<file path="config.mk">
export PLATFORM = sky130hd
export DESIGN_NAME = opb_register_bank_simulink2ppc
export DESIGN_NICKNAME = d
export VERILOG_FILES = /design/src/rtl/opb_register_bank_simulink2ppc.sv
export SDC_FILE = /design/constraint.sdc
export NUM_CORES = 1
export LEC_CHECK = 0
export CORE_UTILIZATION = 35
export DETAILED_ROUTE_END_ITERATION = 12
export DONT_BUFFER_PORTS = 1
export GPL_ROUTABILITY_DRIVEN = 0
export HOLD_SLACK_MARGIN = 0.15
export PLACE_DENSITY_LB_ADDON = 0.15
export REMOVE_ABC_BUFFERS = 1
export SKIP_LAST_GASP = 1
export SLEW_MARGIN = 20
export SYNTH_ARGS = -nofsm -noshare
export SYNTH_HDL_FRONTEND = slang
export SYNTH_SLANG_ARGS = --single-unit
</file>
<file path="constraint.sdc">
create_clock -name OPB_Clk -period 2.8 [get_ports OPB_Clk]
set_input_delay 0.14 -clock OPB_Clk [delete_from_list [all_inputs] [get_ports OPB_Clk]]
set_output_delay 0.14 -clock OPB_Clk [all_outputs]
set_load 0.02 [all_outputs]
</file>
<file path="src/rtl/opb_register_bank_simulink2ppc.sv">
// OPB slave window: C_NUM_REGS fabric status words (live/snapshot/sticky) plus one control/status word.
// Ack two edges after select is sampled, then one dead cycle; bus vector bit 0 here is OPB big-endian bit 31.
module opb_register_bank_simulink2ppc #(
    parameter logic [31:0] C_BASEADDR    = 32'h01002300,
    parameter logic [31:0] C_HIGHADDR    = 32'h010023FF,
    parameter int          C_OPB_AWIDTH  = 32,
    parameter int          C_OPB_DWIDTH  = 32,
    parameter int          C_NUM_REGS    = 4,
    parameter int          C_USER_DWIDTH = 32,
    parameter logic [15:0] C_SNAP_MASK   = 16'h0000,
    parameter logic [15:0] C_STICKY_MASK = 16'h0000
) (
    input  logic                                  OPB_Clk,
    input  logic                                  OPB_Rst,
    input  logic [C_OPB_AWIDTH-1:0]               OPB_ABus,
    input  logic [C_OPB_DWIDTH/8-1:0]             OPB_BE,
    input  logic [C_OPB_DWIDTH-1:0]               OPB_DBus,
    input  logic                                  OPB_RNW,
    input  logic                                  OPB_select,
    input  logic                                  OPB_seqAddr,
    output logic [C_OPB_DWIDTH-1:0]               Sl_DBus,
    output logic                                  Sl_xferAck,
    output logic                                  Sl_errAck,
    output logic                                  Sl_retry,
    output logic                                  Sl_toutSup,
    input  logic [C_NUM_REGS*C_USER_DWIDTH-1:0]   user_data_in,
    input  logic                                  user_capture_in
);

    typedef enum logic [1:0] {S_IDLE, S_ACK, S_HOLD} state_t;

    localparam int                      L_IW   = C_OPB_AWIDTH - 2;
    localparam logic [C_OPB_AWIDTH-1:0] L_BASE = C_OPB_AWIDTH'(C_BASEADDR);
    localparam logic [C_OPB_AWIDTH-1:0] L_HIGH = C_OPB_AWIDTH'(C_HIGHADDR);
    localparam logic [L_IW-1:0]         L_CTRL = L_IW'(C_NUM_REGS);

    state_t                     r_state;
    state_t                     w_next;
    logic [C_OPB_AWIDTH-1:0]    w_offset;
    logic [L_IW-1:0]            w_idx;
    logic                       w_hit;
    logic                       w_dec;
    logic                       w_ack;
    logic                       w_ctrl_wr;
    logic                       w_sw_cap;
    logic                       w_sw_clr;
    logic                       w_cap_evt;
    logic [C_OPB_DWIDTH-1:0]    w_rd_val;
    logic [C_OPB_DWIDTH-1:0]    r_rdata;
    logic                       r_rnw;
    logic                       r_sw_cap;
    logic [15:0]                r_cap_cnt;
    logic [C_USER_DWIDTH-1:0]   w_data [C_NUM_REGS];
    logic [C_USER_DWIDTH-1:0]   w_word [C_NUM_REGS];
    logic                       w_unused;

    assign w_offset  = OPB_ABus - L_BASE;
    assign w_idx     = w_offset[C_OPB_AWIDTH-1:2];
    assign w_hit     = OPB_select && (OPB_ABus >= L_BASE) && (OPB_ABus <= L_HIGH);
    assign w_dec     = (r_state == S_IDLE) && w_hit;
    assign w_ack     = (r_state == S_ACK);
    // Control bits live in the least significant byte, gated by its byte enable.
    assign w_ctrl_wr = !OPB_RNW && (w_idx == L_CTRL) && OPB_BE[0];
    assign w_sw_cap  = w_ctrl_wr && OPB_DBus[0];
    assign w_sw_clr  = w_ctrl_wr && OPB_DBus[1];
    assign w_cap_evt = user_capture_in || (w_ack && r_sw_cap);
    assign w_unused  = ^{OPB_seqAddr, OPB_DBus[C_OPB_DWIDTH-1:2],
                         OPB_BE[C_OPB_DWIDTH/8-1:1], w_offset[1:0]};

    always_ff @(posedge OPB_Clk) begin
        if (!OPB_Rst) r_state <= S_IDLE;
        else          r_state <= w_next;
    end

    always_comb begin
        w_next = r_state;
        case (r_state)
            S_IDLE:  if (w_hit) w_next = S_ACK;
            S_ACK:   w_next = S_HOLD;
            S_HOLD:  w_next = S_IDLE;
            default: w_next = S_IDLE;
        endcase
    end

    always_comb begin
        w_rd_val = '0;
        for (int i = 0; i < C_NUM_REGS; i++) begin
            if (w_idx == L_IW'(i)) w_rd_val[C_USER_DWIDTH-1:0] = w_word[i];
        end
        if (w_idx == L_CTRL) w_rd_val = {{(C_OPB_DWIDTH-16){1'b0}}, r_cap_cnt};
    end

    always_ff @(posedge OPB_Clk) begin
        if (!OPB_Rst) begin
            r_rdata   <= '0;
            r_rnw     <= 1'b0;
            r_sw_cap  <= 1'b0;
            r_cap_cnt <= '0;
        end else begin
            if (w_dec) begin
                r_rdata  <= w_rd_val;
                r_rnw    <= OPB_RNW;
                r_sw_cap <= w_sw_cap;
            end
            if (w_cap_evt) r_cap_cnt <= r_cap_cnt + 16'd1;
        end
    end

    for (genvar gi = 0; gi < C_NUM_REGS; gi++) begin : g_reg
        assign w_data[gi] = user_data_in[gi*C_USER_DWIDTH +: C_USER_DWIDTH];
        if (C_SNAP_MASK[gi]) begin : g_snap
            logic [C_USER_DWIDTH-1:0] r_snap;
            always_ff @(posedge OPB_Clk) begin
                if (!OPB_Rst)       r_snap <= '0;
                else if (w_cap_evt) r_snap <= w_data[gi];
            end
            assign w_word[gi] = r_snap;
        end else if (C_STICKY_MASK[gi]) begin : g_sticky
            logic [C_USER_DWIDTH-1:0] r_acc;
            logic                     r_clr;
            // Clearing reloads with the current data so bits arriving in the ack cycle survive.
            always_ff @(posedge OPB_Clk) begin
                if (!OPB_Rst) begin
                    r_acc <= '0;
                    r_clr <= 1'b0;
                end else begin
                    if (w_dec) r_clr <= (OPB_RNW && (w_idx == L_IW'(gi))) || w_sw_clr;
                    if (w_ack && r_clr) r_acc <= w_data[gi];
                    else                r_acc <= r_acc | w_data[gi];
                end
            end
            assign w_word[gi] = r_acc | w_data[gi];
        end else begin : g_live
            assign w_word[gi] = w_data[gi];
        end
    end

    assign Sl_xferAck = w_ack;
    assign Sl_DBus    = (w_ack && r_rnw) ? r_rdata : '0;
    assign Sl_errAck  = 1'b0;
    assign Sl_retry   = 1'b0;
    assign Sl_toutSup = 1'b0;

endmodule

</file>
; Word-level counts from Yosys, hierarchy flattened
; Index checks and enable logic that the tools add are counted.
[totals]
regBits = 52
inputBits = 202
elab_cells = 35
[op_classes]
add_sub_neg = 2
order_cmp = 2
eq_ne = 6
muxes = 8
reduce_logical = 12
[ops]
columns = cell, n
row1 = $mux 32, 6
row2 = $eq 30x2->1 const B, 2
row3 = $ge 32x25->1 const B, 1
row4 = $le 32x25->1 const B, 1
row5 = $sub 32x25->32 const B, 1
row6 = $eq 30x1->1 const B, 1
row7 = $eq 30x3->1 const B, 1
row8 = $logic_not 30->1, 1
row9 = $add 16x1->16 const B, 1
row10 = $logic_and 1x1->1, 8
row11 = $pmux 2 s2, 1
row12 = $eq 2x1->1 const B, 1
row13 = $logic_not 2->1, 1
row14 = $mux 2, 1
row15 = $ne 2x2->1 const B, 1
row16 = $logic_not 1->1, 1
row17 = $logic_or 1x1->1, 1

; Longest topological paths before layout
; Gate-level depths: netlist of the first run.
[logic_depth]
depth_word = 7
ltp_mapped = 8
ltp_nobuf = 5

; Worst setup path after synthesis of the first run
; OpenSTA, ideal clock, no wires.
[synth_path]
path_kind = input port to flip-flop
startpoint = input port OPB_ABus[11]
endpoint = register r_rdata[21]
t_arrival_ns = 2.218
t_required_ns = 2.731
path_slack_ns = 0.514
cell_stages = 8
path_buffers = 3
cell_sequence = or4b_4 -> nor3_2 -> or4b_1 -> buf_2 -> or4b_1 -> buf_2 -> buf_6 -> o21ai_1
[synth_between]
elab_chain_cells = 7
word_cells_on_any_way = 16
[synth_rtl]
columns = item, line
row1 = from (decl), 15  ; input logic [C_OPB_AWIDTH-1:0] OPB_ABus,
row2 = $sub 32x25->32, 57  ; assign w_offset = OPB_ABus - L_BASE;
row3 = $logic_not 30->1, 88  ; if (w_idx == L_IW'(i)) w_rd_val[C_USER_DWIDTH-1:0] = w_word[i];
row4 = $mux 32 (4 in a row), 88
row5 = $mux 32, 90  ; if (w_idx == L_CTRL) w_rd_val = {{(C_OPB_DWIDTH-16){1'b0}}, r_cap_cnt};
row6 = to (signal assigned), 101  ; r_rdata <= w_rd_val;
row7 = to (decl), 49  ; logic [C_OPB_DWIDTH-1:0] r_rdata;
; Several ways; a longest one is shown, not always the timed one.
; A chain may end at the register's enable or synchronous reset.

; Worst setup path in the final report of the first run
[layout_path]
startpoint = register r_state[1]
endpoint = register r_rdata[20]
[layout_between]
elab_chain_cells = 2
[layout_rtl]
columns = item, line
row1 = from (decl), 37  ; state_t r_state;
row2 = from (signal assigned), 72  ; else r_state <= w_next;
row3 = $logic_not 2->1, 60  ; assign w_dec = (r_state == S_IDLE) && w_hit;
row4 = $logic_and 1x1->1, 60
; Every way passes these cells.

==> out/summary.txt, run 1 <==
Cell Area, Synth: 3820 sq um
via count: 4145
Avg WL per Cell: 20.8 um
Storage cell area: 1040 sq um
flop2flop setup slack: 0.20 ns
max_slew headroom: 0.301
max-cap viol count: 0
Setup TNS Final: 0 ns
Startpoint Class: flip-flop
via density per instance: 6.46
Post-synth EDFFs: 0
Cells after Synth: 485
async set-reset flop share out of synthesis: 0
initial detailed-routing violation count: 219
vias in the first global route: 3954
Worst Setup End Kind: flip-flop
largest net degree at the start of global routing: 40
gr usage total: 0.223
arrival time worst endpoint: 2.83 ns
Max FO, Critical Path: 16
#FFs+latches synth: 52
antenna viol nets, final: 0
RSZ-0062 raised after global routing: false
IO buf count: 0
antenna violations before repair: 1
final setup fails: 0
Detailed Place HPWL: 9.46 mm
fin area: 4470 sq um
GRT Residual Overflow: 0
syn_area_per_cell: 7.88 sq um
routed wire length: 13.3 mm
met1 Use GR: 0.282
initial core utilization: 0.365
crit path from: r_state[1]
clock skew: 0.00845 ns
Area after DPL: 3970 sq um
status: complete, no violations
Yosys warnings: 0
fmax: 0.385 GHz
met2 usage: 0.378
drc violations: 0
Reg2Reg Launch Point: r_state[1]
die area: 11300 sq um
postcts setup bufs: 0
H-tree Lvls: 2
drt pass-1 iters: 6
root buffer cell: clkbuf_8
minimum clock period: 2.60 ns
PwrDens: 303 nW/um^2
TritonCTS sink count: 52
Tcrit/Tclk final: 0.928
worst r2r path cells: 5
fillers: 1105
register area share after synthesis: 0.272
Core Util, Final: 0.427
most frequent cells in the layout: dfxtp_1 (52), dlygate4sd3_1 (41), nand4_1 (39), and3_1 (37), nand2_1 (29)
M3 GR Usage: 0.0546
Least-Margin Pin Slew: 1.05 ns
RR Endpoint: r_rdata[20]
CTS tree: done
busiest grt layer: met2
Top-Level Pins: 238
HP Class: input pin to flip-flop
ant diodes: 0
Distinct cells, synth: 53
Chip Width: 107 um
Final Hold Fails: 0
Max IR drop VDD: 209 uV
Net count, final: 708
FP Rows: 37
area grow syn2layout: 16.8%
TritonCTS Buffers: 5
prevailing post-synth register cell: dfxtp_1
Crit Path Category: flip-flop to flip-flop
Worst Path Required: 3.03 ns
die span in y: 107 um
CTS max path bufs: 2
max-slew violations: 0
Skew-Pair Late Insertion Delay: 0.31 ns
Clock transition at path regs: 0.10 ns
Placeable Area: 10500 sq um
CP endpoint: r_rdata[20]
first-pass GRT wire length: 20.1 mm
share of layout cells above drive strength 1: 0.0731
Pleak: 1.60 nW
commonest non-fill, non-tap cell in the layout: dfxtp_1
area taken by multi-input logic gates: 2600 sq um
-- registers in the layout, indices dropped and copies added, names as in the netlist --
| name | cells |
|---|---|
| r_sw_cap | 1 |
| r_rdata | 32 |
| r_cap_cnt | 16 |
| r_state | 2 |
| r_rnw | 1 |
-- cell usage after synthesis (all sizes together), types with 2 or more instances --
cell type | count | share of area
nand4 | 39 | 0.064
o211ai | 20 | 0.039
inv | 6 | 0.0059
nor3 | 7 | 0.012
nand4b | 3 | 0.0069
mux2i | 10 | 0.026
o41ai | 16 | 0.037
or3 | 6 | 0.0098
o21ai | 35 | 0.046
or4b | 4 | 0.011
clkbuf | 38 | 0.037
and3b | 2 | 0.0046
a221o | 16 | 0.042
and2 | 4 | 0.0065
nor4 | 9 | 0.015
nor2 | 21 | 0.021
a21oi | 8 | 0.010
nand2 | 29 | 0.028
xor2 | 3 | 0.0069
dfxtp | 52 | 0.27
a22o | 6 | 0.014
nand3 | 16 | 0.021
and3 | 37 | 0.061
and4 | 5 | 0.011
nand2b | 17 | 0.028
buf | 10 | 0.015
nor4bb | 2 | 0.0052
xnor2 | 10 | 0.023
or4 | 7 | 0.014
o211a | 16 | 0.042
nor4b | 3 | 0.0069
a31oi | 10 | 0.016
a221oi | 6 | 0.014
-- worst min-delay path by stage --
stage / start / to / slack [ns] / cells past startpoint
2_1_floorplan: OPB_Rst / r_state[1] / 0.26 / 1
3_5_place_dp: OPB_Rst / r_rdata[4] / 0.28 / 2
4_1_cts: user_data_in[27] / r_rdata[27] / 0.15 / 3
3_3_place_gp: OPB_Rst / r_rdata[6] / 0.29 / 2
6_report: user_data_in[21] / r_rdata[21] / 0.16 / 3
5_1_grt: user_data_in[27] / r_rdata[27] / 0.15 / 3
-- power breakdown --
| part | switching [mW] | leakage [nW] | total, mW | internal [mW] |
|---|---|---|---|---|
| clock | 0.259 | 0.0479 | 0.435 | 0.175 |
| sequential | 0.00258 | 0.419 | 0.745 | 0.742 |
| combinational | 0.0875 | 1.14 | 0.173 | 0.0853 |
| total | 0.349 | 1.60 | 1.35 | 1.00 |
-- cells by family after synthesis --
logic type | count (synthesis) | share of synthesized area
AOI/OAI and AO/OA | 138 | 0.271
xor gates and xnor gates | 13 | 0.0298
adders and majority gates | 1 | 0.00327
buffers and inverters | 55 | 0.0596
DFF | 52 | 0.272
muxes | 11 | 0.0321
other | 1 | 0.000981
and+or+nand+nor | 214 | 0.331
-- critical path: stages, from the launching register on --
cell and delay [ns]:
dfxtp_1 0.35, or4_1 0.51, or4_1 0.50, nor4_1 0.16, or4b_1 0.75, o21ai_0 0.25
-- final cells by class --
cell class / count / share of cell area
clock buffers: 5 / 0.0154
flip-flops and latches: 52 / 0.233
well taps: 136 / 0.0381
multi-input cells: 380 / 0.581
clock inverters: 3 / 0.00420
repair buffers: 59 / 0.122
inverters: 7 / 0.00588
-- repair_timing --
item                                    4_1_cts  5_1_grt
endpoints found under the hold margin        40        0
resized for setup                             0        0
hold buffers                                 41        0
endpoints found under the setup margin        0        0
-- per-stage QoR --
stage / power, mW / hold slack (ns) / setup WS (ns) / instances
6_report: 1.35 / 0.156 / 0.202 / 642
5_1_grt: 1.41 / 0.153 / 0.0190 / 642
4_1_cts: 1.37 / 0.150 / 0.183 / 642
3_5_place_dp: 0.894 / 0.285 / 0.200 / 593
3_3_place_gp: 0.892 / 0.287 / 0.225 / 593
2_1_floorplan: 0.853 / 0.262 / -1.66 / 439
-- routing by layer --
| layer | vias up | part of all wire |
|---|---|---|
| met5 | - | 0.00097 |
| met4 | 2 | 0.013 |
| met3 | 20 | 0.074 |
| met2 | 181 | 0.48 |
| met1 | 1991 | 0.43 |
| li1 | 1951 | - |
Note: power is estimated with default switching activity, not from simulation.
==> run 2, diff against run 1 <==
--- a/config.mk
+++ b/config.mk
@@ -5,14 +5,15 @@
 export SDC_FILE = /design/constraint.sdc
 export NUM_CORES = 1
 export LEC_CHECK = 0
-export CORE_UTILIZATION = 35
+export CELL_PAD_IN_SITES_DETAIL_PLACEMENT = 1
+export CELL_PAD_IN_SITES_GLOBAL_PLACEMENT = 1
+export CORE_UTILIZATION = 44
 export DETAILED_ROUTE_END_ITERATION = 12
 export DONT_BUFFER_PORTS = 1
 export GPL_ROUTABILITY_DRIVEN = 0
 export HOLD_SLACK_MARGIN = 0.15
 export PLACE_DENSITY_LB_ADDON = 0.15
 export REMOVE_ABC_BUFFERS = 1
-export SKIP_LAST_GASP = 1
 export SLEW_MARGIN = 20
 export SYNTH_ARGS = -nofsm -noshare
 export SYNTH_HDL_FRONTEND = slang
==> out/summary.txt, run 2 (synthesis results as in run 1) <==
largest net degree at the start of global routing: 40 (unchanged)
max-cap viol count: 0 (unchanged)
drt pass-1 iters: 4 (was 6)
clock skew: 0.0135 ns (was 0.00845 ns)
worst r2r path cells: 4 (was 5)
Skew-Pair Late Insertion Delay: 0.32 ns (was 0.31 ns)
met1 WL: 6.10 mm (was 5.79 mm)
Max IR drop VDD: 165 uV (was 209 uV)
Detailed Place HPWL: 10.2 mm (was 9.46 mm)
IO buf count: 0 (unchanged)
CP top delay family: buffers and inverters (was simple AND/OR/NAND/NOR gates)
met3 wire length: 1.08 mm (was 991 um)
Startpoint Class: flip-flop (unchanged)
TritonCTS sink count: 52 (unchanged)
Pleak: 1.59 nW (was 1.60 nW)
antenna violations before repair: 0 (was 1)
via density per instance: 7.02 (was 6.46)
most frequent cells in the layout: dfxtp_1 (52), dlygate4sd3_1 (41), nand4_1 (39), and3_1 (37), nand2_1 (29) (unchanged)
Crit Path Category: flip-flop to flip-flop (unchanged)
max_slew headroom: 0.292 (was 0.301)
final setup fails: 0 (unchanged)
initial core utilization: 0.461 (was 0.365)
via count: 4281 (was 4145)
Reg with most FFs: r_rdata (unchanged)
Most Frequent Cell on Critical Path: dlygate4sd3_1 (was or4_1)
top routing layer used: met4 (was met5)
Setup TNS Final: 0 ns (unchanged)
Tot Pwr: 1.38 mW (was 1.35 mW)
Hold Path End: r_rdata[19] (was r_rdata[21])
area grow syn2layout: 15.8% (was 16.8%)
Max FO, Critical Path: 4 (was 16)
worst path cell trace: or4b_2, dlygate4sd3_1, nor4b_1, dlygate4sd3_1 (was or4_1, or4_1, nor4_1, or4b_1, o21ai_0)
Worst Path Required: 3.07 ns (was 3.03 ns)
Chip Width: 95.2 um (was 107 um)
status: complete, no violations (unchanged)
die area: 9070 sq um (was 11300 sq um)
fin cells: 610 (was 642)
Avg WL per Cell: 24.6 um (was 20.8 um)
first-pass GRT wire length: 21.9 mm (was 20.1 mm)
Net count, final: 707 (was 708)
Top-Level Pins: 238 (unchanged)
arrival time worst endpoint: 2.86 ns (was 2.83 ns)
drc violations: 0 (unchanged)
ant diodes: 0 (unchanged)
vias in the first global route: 4117 (was 3954)
share of layout cells above drive strength 1: 0.0733 (was 0.0731)
max-slew violations: 0 (unchanged)
RSZ-0062 raised after global routing: false (unchanged)
Tcrit/Tclk final: 0.926 (was 0.928)
Area after DPL: 3920 sq um (was 3970 sq um)
flop2flop setup slack: 0.21 ns (was 0.20 ns)
RR Endpoint: r_state[0] (was r_rdata[20])
max reg flops: 32 (unchanged)
Max stage delay on crit path: 0.73 ns (was 0.75 ns)
root buffer cell: clkbuf_8 (unchanged)
TritonCTS Buffers: 5 (unchanged)
Clock transition at path regs: 0.11 ns (was 0.10 ns)
HP Class: input pin to flip-flop (unchanged)
hold_ws: 0.148 ns (was 0.156 ns)
metal2 WL: 7.59 mm (was 6.38 mm)
Reg2Reg Launch Point: r_state[1] (unchanged)
antenna viol nets, final: 0 (unchanged)
postcts setup bufs: 0 (unchanged)
die span in y: 95.2 um (was 107 um)
GRT Residual Overflow: 0 (unchanged)
Hold Startpoint: user_data_in[19] (was user_data_in[21])
Crit-path slowest cell: or4b_2 (was or4b_1)
PwrDens: 311 nW/um^2 (was 303 nW/um^2)
Final Hold Fails: 0 (unchanged)
dpl ws: 0.245 ns (was 0.200 ns)
Least-Margin Pin Slew: 1.06 ns (was 1.05 ns)
FP Rows: 33 (was 37)
minimum clock period: 2.59 ns (was 2.60 ns)
fmax: 0.386 GHz (was 0.385 GHz)
gr usage total: 0.317 (was 0.223)
CTS tree: done (unchanged)
Placeable Area: 8300 sq um (was 10500 sq um)
final worst setup slack: 0.207 ns (was 0.202 ns)
CTS max path bufs: 2 (unchanged)
Worst Hold Path Cells: 3 (unchanged)
initial detailed-routing violation count: 225 (was 219)
routed wire length: 15.0 mm (was 13.3 mm)
Worst Setup End Kind: flip-flop (unchanged)
CP bufs+invs: 2 (was 0)
Core Util, Final: 0.534 (was 0.427)
largest registers: r_rdata x32, r_cap_cnt x16, r_state x2 (unchanged)
commonest non-fill, non-tap cell in the layout: dfxtp_1 (unchanged)
Inst Count DP: 561 (was 593)
fin area: 4430 sq um (was 4470 sq um)
H-tree Lvls: 2 (unchanged)
run 2: repair_timing:
| action | CTS | global route |
|---|---|---|
| endpoints found under the hold margin | 38 | 0 |
| resized for setup | 0 | 1 |
| setup endpoints to repair | 0 | 1 |
| hold buffers | 41 | 0 |
run 2: routing by layer:
layer | global-route usage | up-vias
met5 | 0 | -
met2 | 0.555 | 227
met4 | 0.0732 | 0
li1 | - | 1943
met1 | 0.402 | 2087
met3 | 0.0550 | 24
run 2: how the worst max path moves through the flow:
stage,start,end,cells after the start
4_1_cts,r_state[1],r_rdata[17],5
3_3_place_gp,r_state[1],r_rdata[17],5
2_1_floorplan,OPB_ABus[6],r_rdata[2],5
3_5_place_dp,r_state[1],r_rdata[17],5
6_report,r_state[1],r_state[0],4
5_1_grt,r_state[1],r_state[0],4
run 2: area by class of cell:
cell class | count | area [sq um]
fillers | 1031 | 3870
multi-input cells | 380 | 2600
flip-flops and latches | 52 | 1040
repair buffers | 58 | 538
well taps | 105 | 131
clock buffers | 5 | 68.8
inverters | 7 | 26.3
clock inverters | 3 | 23.8
run 2: worst reg2reg max path: stages, from the launching register on:
cell and delay [ns]:
dfxtp_1 0.37, or4b_2 0.73, dlygate4sd3_1 0.60, nor4b_1 0.26, dlygate4sd3_1 0.59
run 2: power by group:
part	switching (mW)	total (mW)	internal, mW
registers	0.00268	0.745	0.742
clock network	0.274	0.452	0.178
logic	0.0942	0.180	0.0856
total	0.371	1.38	1.01
